[src/rtl/par_tx_pkg.sv]
// Shared types and width helpers for the parity frame transmitter.
package par_tx_pkg;
  localparam int STATE_W = 3;

  typedef enum logic [STATE_W-1:0] {
    IDLE,
    START,
    DATA,
    PARITY,
    STOP,
    STOP2
  } state_e;

  // Counter width for a 0..range-1 count, never narrower than one bit.
  function automatic int cnt_w(input int range);
    return (range < 2) ? 1 : $clog2(range);
  endfunction
endpackage

[src/rtl/bit_timer.sv]
// Bit-period timer: counts 0..CLKS_PER_BIT-1 while en, bit_done on the terminal cycle.
// Latency: bit_done is combinational from the count; clr wins over en, no backpressure.
module bit_timer
  import par_tx_pkg::*;
#(
  parameter int CLKS_PER_BIT = 16
) (
  input  logic clk,
  input  logic rst_n,
  input  logic clr,
  input  logic en,
  output logic bit_done
);
  localparam int CW = cnt_w(CLKS_PER_BIT);
  localparam logic [CW-1:0] TERM = CW'(CLKS_PER_BIT - 1);

  logic [CW-1:0] cnt_q;
  logic [CW-1:0] cnt_d;

  assign bit_done = en && !clr && (cnt_q == TERM);

  always_comb begin
    cnt_d = cnt_q;
    if (clr) begin
      cnt_d = '0;
    end else if (en) begin
      cnt_d = (cnt_q == TERM) ? '0 : cnt_q + CW'(1);
    end
  end

  always_ff @(posedge clk or negedge rst_n) begin
    if (!rst_n) cnt_q <= '0;
    else        cnt_q <= cnt_d;
  end
endmodule

[src/rtl/par_frame_tx.sv]
// Serial even-parity frame transmitter (start, N data LSB first, parity, stop; PAR_FRAME_TX_STOP2_EN adds a 2nd stop).
// Latency: first start-bit cycle is the edge after capture; din_ready is low for the whole frame.
module par_frame_tx
  import par_tx_pkg::*;
#(
  parameter int N            = 8,
  parameter int CLKS_PER_BIT = 16
) (
  input  logic         clk,
  input  logic         rst_n,
  input  logic [N-1:0] din,
  input  logic         din_valid,
  output logic         din_ready,
  output logic         tx,
  output logic         busy,
  output logic         par_o
);
  localparam int IW = cnt_w(N);
  localparam logic [IW-1:0] IDX_LAST = IW'(N - 1);

  state_e          state_q, state_d;
  logic [N-1:0]    shreg_q, shreg_d;
  logic [IW-1:0]   idx_q, idx_d;
  logic            par_q, par_d;
  logic            tx_q, tx_d;
  logic            busy_q, busy_d;
  logic            rdy_q, rdy_d;
  logic            capture;
  logic            bit_done;

  assign capture   = rdy_q && din_valid;
  assign din_ready = rdy_q;
  assign tx        = tx_q;
  assign busy      = busy_q;
  assign par_o     = par_q;

  bit_timer #(.CLKS_PER_BIT(CLKS_PER_BIT)) u_bit_timer (
    .clk      (clk),
    .rst_n    (rst_n),
    .clr      (capture),
    .en       (state_q != IDLE),
    .bit_done (bit_done)
  );

  always_comb begin
    state_d = state_q;
    shreg_d = shreg_q;
    idx_d   = idx_q;
    par_d   = par_q;
    case (state_q)
      IDLE: begin
        if (capture) begin
          state_d = START;
          shreg_d = din;
          par_d   = ^din;
          idx_d   = '0;
        end
      end
      START:  if (bit_done) state_d = DATA;
      DATA: begin
        if (bit_done) begin
          shreg_d = shreg_q >> 1;
          if (idx_q == IDX_LAST) begin
            idx_d   = '0;
            state_d = PARITY;
          end else begin
            idx_d = idx_q + IW'(1);
          end
        end
      end
      PARITY: if (bit_done) state_d = STOP;
`ifdef PAR_FRAME_TX_STOP2_EN
      STOP:   if (bit_done) state_d = STOP2;
      STOP2:  if (bit_done) state_d = IDLE;
`else
      STOP:   if (bit_done) state_d = IDLE;
`endif
      default: state_d = IDLE;
    endcase

    // Outputs are registered, so they are decoded from the next state.
    case (state_d)
      START:   tx_d = 1'b0;
      DATA:    tx_d = shreg_d[0];
      PARITY:  tx_d = par_d;
      default: tx_d = 1'b1;
    endcase
    busy_d = (state_d != IDLE);
    rdy_d  = (state_d == IDLE);
  end

  always_ff @(posedge clk or negedge rst_n) begin
    if (!rst_n) begin
      state_q <= IDLE;
      shreg_q <= '0;
      idx_q   <= '0;
      par_q   <= 1'b0;
      tx_q    <= 1'b1;
      busy_q  <= 1'b0;
      rdy_q   <= 1'b1;
    end else begin
      state_q <= state_d;
      shreg_q <= shreg_d;
      idx_q   <= idx_d;
      par_q   <= par_d;
      tx_q    <= tx_d;
      busy_q  <= busy_d;
      rdy_q   <= rdy_d;
    end
  end
endmodule

[config.mk]
export PLATFORM = sky130hd
export DESIGN_NAME = par_frame_tx
export DESIGN_NICKNAME = d
export VERILOG_FILES = /design/src/rtl/par_tx_pkg.sv /design/src/rtl/bit_timer.sv /design/src/rtl/par_frame_tx.sv
export SDC_FILE = /design/constraint.sdc
export NUM_CORES = 1
export LEC_CHECK = 0
export CAP_MARGIN = 40
export CORE_UTILIZATION = 30
export DETAILED_ROUTE_END_ITERATION = 10
export SYNTH_ARGS = -nofsm -noshare
export SYNTH_HDL_FRONTEND = slang
export SYNTH_SLANG_ARGS = --single-unit
[constraint.sdc]
create_clock -name clk -period 2.25 [get_ports clk]
set_clock_uncertainty 0.1 [all_clocks]
set_input_delay 0.45 -clock clk [delete_from_list [all_inputs] [get_ports clk]]
set_output_delay 0.45 -clock clk [all_outputs]
set_load 0.01 [all_outputs]
# Yosys cells after proc, flatten, opt, wreduce, memory -nomap -nowiden
# Cells that the tools add are included.
[op_classes]
add_sub_neg = 2
n_reduce_logical = 12
n_mux = 20
n_eq_ne = 11
[ops]
columns = ["cell", "count"]
rows = [
  ["3-bit 2-to-1 mux", 9],
  ["8-bit 2-to-1 mux", 2],
  ["8-bit case mux with 2 select lines", 1],
  ["3-bit case mux with 5 select lines", 1],
  ["3-bit by 2-bit equality test with 1-bit output, second input constant", 4],
  ["4-bit 2-to-1 mux", 3],
  ["8-bit XOR reduction", 1],
  ["3-bit by 1-bit equality test with 1-bit output, second input constant", 2],
  ["3-bit equality test, second input constant", 2],
  ["3-bit zero test", 2],
  ["3-bit case mux with 2 select lines", 1],
  ["3-bit nonzero test", 2],
  ["4-bit by 1-bit adder with 4-bit output, second input constant", 1],
  ["4-bit equality test, second input constant", 1],
  ["2-bit nonzero test", 2],
  ["3-bit by 1-bit adder with 3-bit output, second input constant", 1],
  ["1-bit logical AND", 3],
  ["1-bit case mux with 3 select lines", 1],
  ["3-bit AND reduction", 1],
  ["1-bit 2-to-1 mux", 2],
  ["2-bit by 1-bit inequality test with 1-bit output, second input constant", 1],
  ["2-bit inequality test, second input constant", 1],
  ["1-bit zero test", 1],
]
[totals]
out_inout_bits = 4
register_bits = 22
input_bits = 11
wordCells = 54

# Longest topological paths before layout
# Gate-level depths: netlist of the first run.
[logic_depth]
ltp_word = 8
ltp_mapped = 6

# Cells and area by module
# From an unflattened synthesis of the first run, not the netlist that was laid out.
[hier_totals]
cells_unflattened = 110
area_unflattened_um2 = 1107.3
[modules_own_cells]
columns = ["module", "n_inst", "area_each_um2", "seq_area_each_um2", "cells_each"]
rows = [
  ["par_frame_tx", 1, 900.9, 452.9, 88],
  ["bit_timer", 1, 206.4, 100.1, 22],
]

# Least setup slack after synthesis of the first run
# No wires, ideal clock.
[synth_path]
kind = "flip-flop to flip-flop"
from = "register rdy_q, in the netlist din_ready"
to = "register idx_q[0]"
synth_period_minus_slack_ns = 1.927
path_slack_ns = 0.323
stages_incl_launch_ff = 6
setup_ns = 0.128
arrival_ns = 1.699
path_cell_list = "dfstp_2 > and2_1 > clkbuf_1 > nor3_4 > nor2_2 > mux2_1"
[synth_via]
elab_chain_cells = 6
word_cells_on_any_way = 7
[synth_lines]
columns = ["item", "line", "rtl"]
rows = [
  ["start, declared", "par_frame_tx.sv:27", "logic rdy_q, rdy_d;"],
  ["start signal, assigned", "par_frame_tx.sv:108", "rdy_q <= rdy_d;"],
  ["1-bit logical AND (*)", "par_frame_tx.sv:31", "assign capture = rdy_q && din_valid;"],
  ["1-bit zero test", "bit_timer.sv:20", "assign bit_done = en && !clr && (cnt_q == TERM);"],
  ["1-bit logical AND (2 in a row)", "bit_timer.sv:20", ""],
  ["2-bit inequality test (no line)", "-", ""],
  ["3-bit AND reduction (no line) (*)", "-", ""],
  ["end signal, assigned", "par_frame_tx.sv:104", "idx_q <= idx_d;"],
  ["end, declared", "par_frame_tx.sv:23", "logic [IW-1:0] idx_q, idx_d;"],
]
# Mark *: on every way between the ends. The rest lies on a longest branch, timed or not.
# A chain may end at the register's enable or synchronous reset.

# Worst setup path in the final report of the first run
[layout_path]
from = "register u_bit_timer.cnt_q[0]"
to = "register tx_q, in the netlist tx"
[layout_via]
elab_chain_cells = 6
word_cells_on_any_way = 13
[layout_lines]
columns = ["item", "line", "rtl"]
rows = [
  ["start, declared", "bit_timer.sv:17", "logic [CW-1:0] cnt_q;"],
  ["start signal, assigned", "bit_timer.sv:33", "else cnt_q <= cnt_d;"],
  ["4-bit equality test (*)", "bit_timer.sv:20", ""],
  ["1-bit logical AND (*)", "bit_timer.sv:20", ""],
  ["3-bit 2-to-1 mux, on equally long branches", "-", ""],
  ["3-bit case mux with 5 select lines", "par_frame_tx.sv:50", "case (state_q)"],
  ["3-bit by 2-bit equality test with 1-bit output / 3-bit by 1-bit equality test with 1-bit output (equally long branches)", "par_frame_tx.sv:82", "case (state_d)"],
  ["1-bit case mux with 3 select lines (*)", "par_frame_tx.sv:82", ""],
  ["net tx_d", "par_frame_tx.sv:25", "logic tx_q, tx_d;"],
  ["end signal, assigned", "par_frame_tx.sv:106", "tx_q <= tx_d;"],
  ["end, declared", "par_frame_tx.sv:25", ""],
]
# Mark *: on every way through the listed nets, which the timed path passes. The rest lies on a longest branch. The select of a mux whose other input is x is not followed.

==> run_results.csv, run 1 <==
group,metric,value,unit
route,wire_per_inst,13.3,µm
power,p_seq_share,48.4,%
synth,syn_nets,125,
final_layout,final_nets,145,
final_layout,final_core_util,39.7,%
route,vias,888,
timing,max_freq,514,MHz
synth,synth_area,1170,µm²
power,p_int,663,µW
final_layout,fillers,367,
hold_path,hold-path-cell-count,1,
synth,yosysWarningCount,0,
synth,postSynthAreaPerCell,10.5,µm²
clock_network,clkLatencyLatePin,0.26,ns
place,pre_cts_slack,0.199,ns
setup_path,cp.required,2.35,ns
power,swShare,18.8,%
place,dpl.hpwl,1.81,mm
place,gp_congestion,0.808,
clock_network,cts.sinks,22,
power,vdd_drop_max,481,µV
setup_path,r2r_setup_slack,0.30,ns
synth,synth-main-ff-cell,"dfrtp_1",
synth,yosys.cell_count.top_type,"dfrtp_1",
synth,synth_top_area_share,42.9,%
floorplanning,rows,22,
route,wl,2.36,mm
synth,ys_seq_area_share,47.4,%
clock_network,cts_buffer_depth,2,
synth,synthCells,111,
power,p_comb_share,6.5,%
floorplanning,initial_core_util,31.6,%
timing,tns,0,ns
clock_network,path_clk_slew,0.08,ns
synth,synth-edff-count,0,
status,outcome,"complete, no violations",
grt,grt_overflow,0,
clock_network,ctsResizeCount,0,
power,power.switching,154,µW
final_layout,multi_input_area,568,µm²
clock_network,cts_made_buffers,3,
setup_path,arrival,2.04,ns
route,vias_per_cell,4.99,
timing,final_hold_viol_count,0,
floorplanning,fp.dieW,64.3,µm
floorplanning,die-height,64.3,µm
power,clock_power_share,45.1,%
timing,maxSlewViolCount,0,
route,first_iter_violations,24,
clock_network,root_buffer,"clkbuf_8",
timing,max_slew_margin,65.0,%
timing,worstMarginPinSlew,0.521,ns
route,ant_nets,0,
setup_path,path_class,"reg -> reg",
power,p_leak,0.689,nW
synth,synthArstFlopShare,100,%
route,first_pass_iters,4,
grt,first_global_vias,900,
floorplanning,core,3690,µm²
synth,synth_cell_types,35,
place,io_buffers,14,
clock_network,cts_tree,"yes",
final_layout,antennaDiodeCount,0,
timing,rsz0062_at_grt,"no",
final_layout,drive_above_1_share,14.6,%
synth,synthTopCellsByArea,"dfrtp_1, a22o_1, xnor2_1",
floorplanning,io_pins,15,
grt,grt_max_degree,23,
grt,grtUsageTotal,12.4,%
setup_path,r2r_cells,5,
clock_network,cts_setup_buffers,0,
power,powerDensity,558,nW/µm²
timing,period_minus_slack,1.95,ns
timing,period_share,86.5,%
setup_path,critical_path.max_fanout,6,
final_layout,syn_to_final_growth,25.5,%
grt,grt_pass1_wl,4.02,mm
synth,ys_ff_latch,22,
hold_path,min_path_type,"reg -> reg",
grt,antenna_found_initial,0,
route,drc,0,
timing,setup_violations,0,
final_layout,ff_latch_area,553,µm²
synth,yosysTopAreaCell,"dfrtp_1",
floorplanning,fp.dieArea,4140,µm²
flow_run,cap_violations,0,
clock_network,htree_num_levels,1,
setup_path,critPathCaptureType,"flop",
synth,synthTopCellsByCount,"dfrtp_1, a22o_1, nand2_1, xnor2_1",
setup_path,cp-start-kind,"flop",
clock_network,ctsHoldBuffers,0,
timing,setup_slack,0.303,ns
## final cells by class
cell class | instances | area share (%)
clock inverters | 1 | 2.05
inverters | 5 | 1.28
repair buffers | 21 | 13.2
multi-input cells | 78 | 38.8
flip-flops and latches | 22 | 37.8
well taps | 48 | 4.10
clock buffers | 3 | 2.82
## power groups by stage
stage | logic, mW | registers (mW) | clock network, mW
after floorplan | 0.0210 | 0.403 | 0
after detailed placement | 0.0542 | 0.403 | 0
after global routing | 0.0591 | 0.395 | 0.389
after CTS | 0.0543 | 0.395 | 0.376
after global placement | 0.0541 | 0.403 | 0
final | 0.0534 | 0.395 | 0.368
## state kept, by name, summed over array words and instances (netlist names)
name / count
shreg_q: 8
u_bit_timer.cnt_q: 4
idx_q: 3
state_q: 3
busy: 1
din_ready: 1
par_o: 1
tx: 1
## path summary, 6_finish.rpt
path,start,end
max,u_bit_timer.cnt_q[0],tx
min,shreg_q[4],shreg_q[4]
max reg2reg,u_bit_timer.cnt_q[0],tx
min reg2reg,shreg_q[4],shreg_q[4]
max in group asynchronous,rst_n,din_ready
min in group asynchronous,rst_n,shreg_q[7]
## placed cells by master (no fill, tap or decap), types with 2 or more instances in the layout
cell type,count
or3_1,2
dfstp_2,2
and2_1,2
nor2_1,4
a21oi_1,6
a22o_1,7
clkdlybuf4s50_1,14
o211ai_1,2
nor3_1,3
xnor2_1,7
nand4_1,4
mux2_1,2
nand3_1,3
buf_4,7
inv_1,5
o21ai_0,4
nor3b_1,2
a21o_1,6
ha_1,3
dfrtp_1,20
clkbuf_8,3
nand2_1,7
## metal layers
| metal | share of wire [%] | GRT usage (%) |
|---|---|---|
| met3 | 5.2 | 3.57 |
| met2 | 47 | 21.4 |
| met4 | 0.64 | 1.94 |
| met1 | 47 | 15.5 |
| met5 | 0 | 0 |
## worst max-delay path, cell delays in order, from the launching register on
cell and delay (ns):
dfrtp_1 0.43, ha_1 0.26, and3_1 0.27, a311o_1 0.39, and2_1 0.15, o32a_1 0.28
## through the flow
stage / instances / hold slack, ns / total power, mW / instance area, µm²
after global routing: 178 / 0.397 / 0.844 / 1460
after detailed placement: 174 / 0.366 / 0.457 / 1390
after global placement: 174 / 0.361 / 0.457 / 1390
after CTS: 178 / 0.385 / 0.826 / 1460
final: 178 / 0.381 / 0.817 / 1460
after floorplan: 111 / 0.0544 / 0.424 / 1170
## logic make-up (layout without fill, tap and decap cells)
logic type      Yosys count  in the layout  share of synthesized area (%)
buf+inv                  11             30                           3.86
mux                       3              3                           2.79
simple gates             33             33                           16.6
compound gates           31             31                           20.1
xor+xnor                  8              8                           6.01
flops                    22             22                           47.4
fa+ha+maj                 3              3                           3.22
Power figures use the tool's default switching activity.
==> inputs of run 2 (changes only) <==
Settings changed: GPL_TIMING_DRIVEN set to 0.
==> run 2 against run 1 <==
Clock power rose by 2%. Die area did not move. Flip-flop and latch count did not move. Via count rose by 0.90%. Design area fell by 0.68%.
==> run_results.csv, run 2 (synthesis results as in run 1) <==
group,metric,value,unit
clock_network,htree_num_levels,1,
setup_path,critical_path.max_fanout,10,
floorplanning,core,3690,µm²
route,ant_nets,0,
final_layout,final_nets,144,
timing,tns,0,ns
power,p_leak,0.681,nW
setup_path,cp_slowest_cell,"or3b_4",
final_layout,drive_above_1_share,12.4,%
grt,grt_pass1_wl,4.04,mm
setup_path,path_cells,"buf_2 -> or3b_4 -> nor3_4 -> o311ai_2 -> o32a_1",
setup_path,critPathCaptureType,"flop",
route,first_pass_iters,4,
final_layout,mostFrequentLayoutCells,"dfrtp_1, clkdlybuf4s50_1, nand2_1, xnor2_1, a22o_1",
clock_network,cts_buffer_depth,2,
timing,setup_violations,0,
hold_path,min_from,"shreg_q[1]",
final_layout,top_register,"shreg_q",
timing,fin_hold_ws,0.379,ns
clock_network,clkLatencyLatePin,0.27,ns
floorplanning,fp.dieW,64.3,µm
flow_run,cap_violations,0,
clock_network,cts.sinks,22,
setup_path,path_class,"reg -> reg",
timing,max_freq,472,MHz
floorplanning,initial_core_util,31.6,%
final_layout,antennaDiodeCount,0,
grt,grtUsageTotal,12.6,%
place,place_inst,174,
timing,period_minus_slack,2.12,ns
floorplanning,fp.dieArea,4140,µm²
grt,grt_overflow,0,
clock_network,cts_made_buffers,3,
timing,rsz0062_at_grt,"no",
grt,first_global_vias,926,
final_layout,final_common_cell,"dfrtp_1",
status,outcome,"complete, no violations",
route,vias_per_cell,5.06,
floorplanning,rows,22,
timing,period_share,94.2,%
setup_path,r2r_start,"state_q[2]",
timing,worstMarginPinSlew,0.585,ns
clock_network,ctsHoldBuffers,0,
place,gp_congestion,0.709,
clock_network,path_clk_slew,0.09,ns
power,powerDensity,567,nW/µm²
floorplanning,io_pins,15,
route,vias,896,
final_layout,largest_reg_flops,8,
grt,antenna_found_initial,0,
hold_path,min_path_type,"reg -> reg",
setup_path,crit_buf_inv,1,
timing,maxSlewViolCount,0,
final_layout,reg.largest.list,"shreg_q (8), u_bit_timer.cnt_q (4)",
setup_path,cp.required,2.35,ns
final_layout,final_core_util,39.4,%
timing,final_hold_viol_count,0,
setup_path,crit_start,"state_q[2]",
place,dpl.hpwl,1.74,mm
route,first_iter_violations,19,
setup_path,crit_family,"simple AND/OR/NAND/NOR gates",
final_layout,instances_no_fill,177,
setup_path,cp-start-kind,"flop",
floorplanning,die-height,64.3,µm
setup_path,cpPeakStageDelay,0.43,ns
timing,max_slew_margin,60.8,%
route,drc,0,
clock_network,cts_tree,"yes",
route,wl,2.28,mm
setup_path,arrival,2.22,ns
grt,grt_max_degree,14,
clock_network,root_buffer,"clkbuf_8",
route,wire_per_inst,12.9,µm
place,io_buffers,14,
final_layout,syn_to_final_growth,24.7,%
power,vdd_drop_max,528,µV
[run 2: metrics by stage]
stage,instance area (µm²),power [mW],setup WS [ns]
2_1_floorplan,1170,0.424,0.323
3_3_place_gp,1370,0.455,-0.323
3_5_place_dp,1380,0.459,-0.341
4_1_cts,1450,0.834,0.0851
5_1_grt,1450,0.854,0.0422
6_report,1450,0.824,0.131
[run 2: area by class of cell]
type                            instances  area, µm²
Buffer                                  5       22.5
Clock buffer                            3       41.3
Clock inverter                          1       30.0
Fill cell                             388       2230
Inverter                                5       18.8
Multi-Input combinational cell         78        573
Sequential cell                        22        553
Tap cell                               48       60.1
Timing Repair Buffer                   15        155
[run 2: what timing repair did]
item | 4_1_cts | 5_1_grt
setup endpoints to repair | 2 | 2
gates resized for setup | 0 | 1
buffers inserted | 0 | 0
hold endpoints to repair | 0 | 0
[run 2: worst register-to-register path, delay by kind of cell (launching register included)]
family	cells	cell delay [ns]
and+or+nand+nor	2	0.86
AOI/OAI and AO/OA	2	0.53
DFF	1	0.38
buffers and inverters	1	0.17
[run 2: worst paths after layout]
check | end | slack [ns] | cells past startpoint
max | tx | 0.13 | 5
min | shreg_q[1] | 0.38 | 1
max reg2reg | tx | 0.13 | 5
min reg2reg | shreg_q[1] | 0.38 | 1
max in group asynchronous | tx | 1.04 | 2
min in group asynchronous | u_bit_timer.cnt_q[2] | 0.45 | 1
[run 2: routing by layer]
| layer | vias up | track usage (%) | wire length, µm |
|---|---|---|---|
| met4 | 0 | 2.50 | 21 |
| met2 | 27 | 21.4 | 1080 |
| li1 | 432 | - | - |
| met1 | 433 | 15.5 | 1090 |
| met5 | - | 0 | 0 |
| met3 | 4 | 3.93 | 96 |
[run 2: power by group]
group	internal (mW)	switching, mW
Combinational	0.0315	0.0229
Clock	0.238	0.137
Sequential	0.395	0
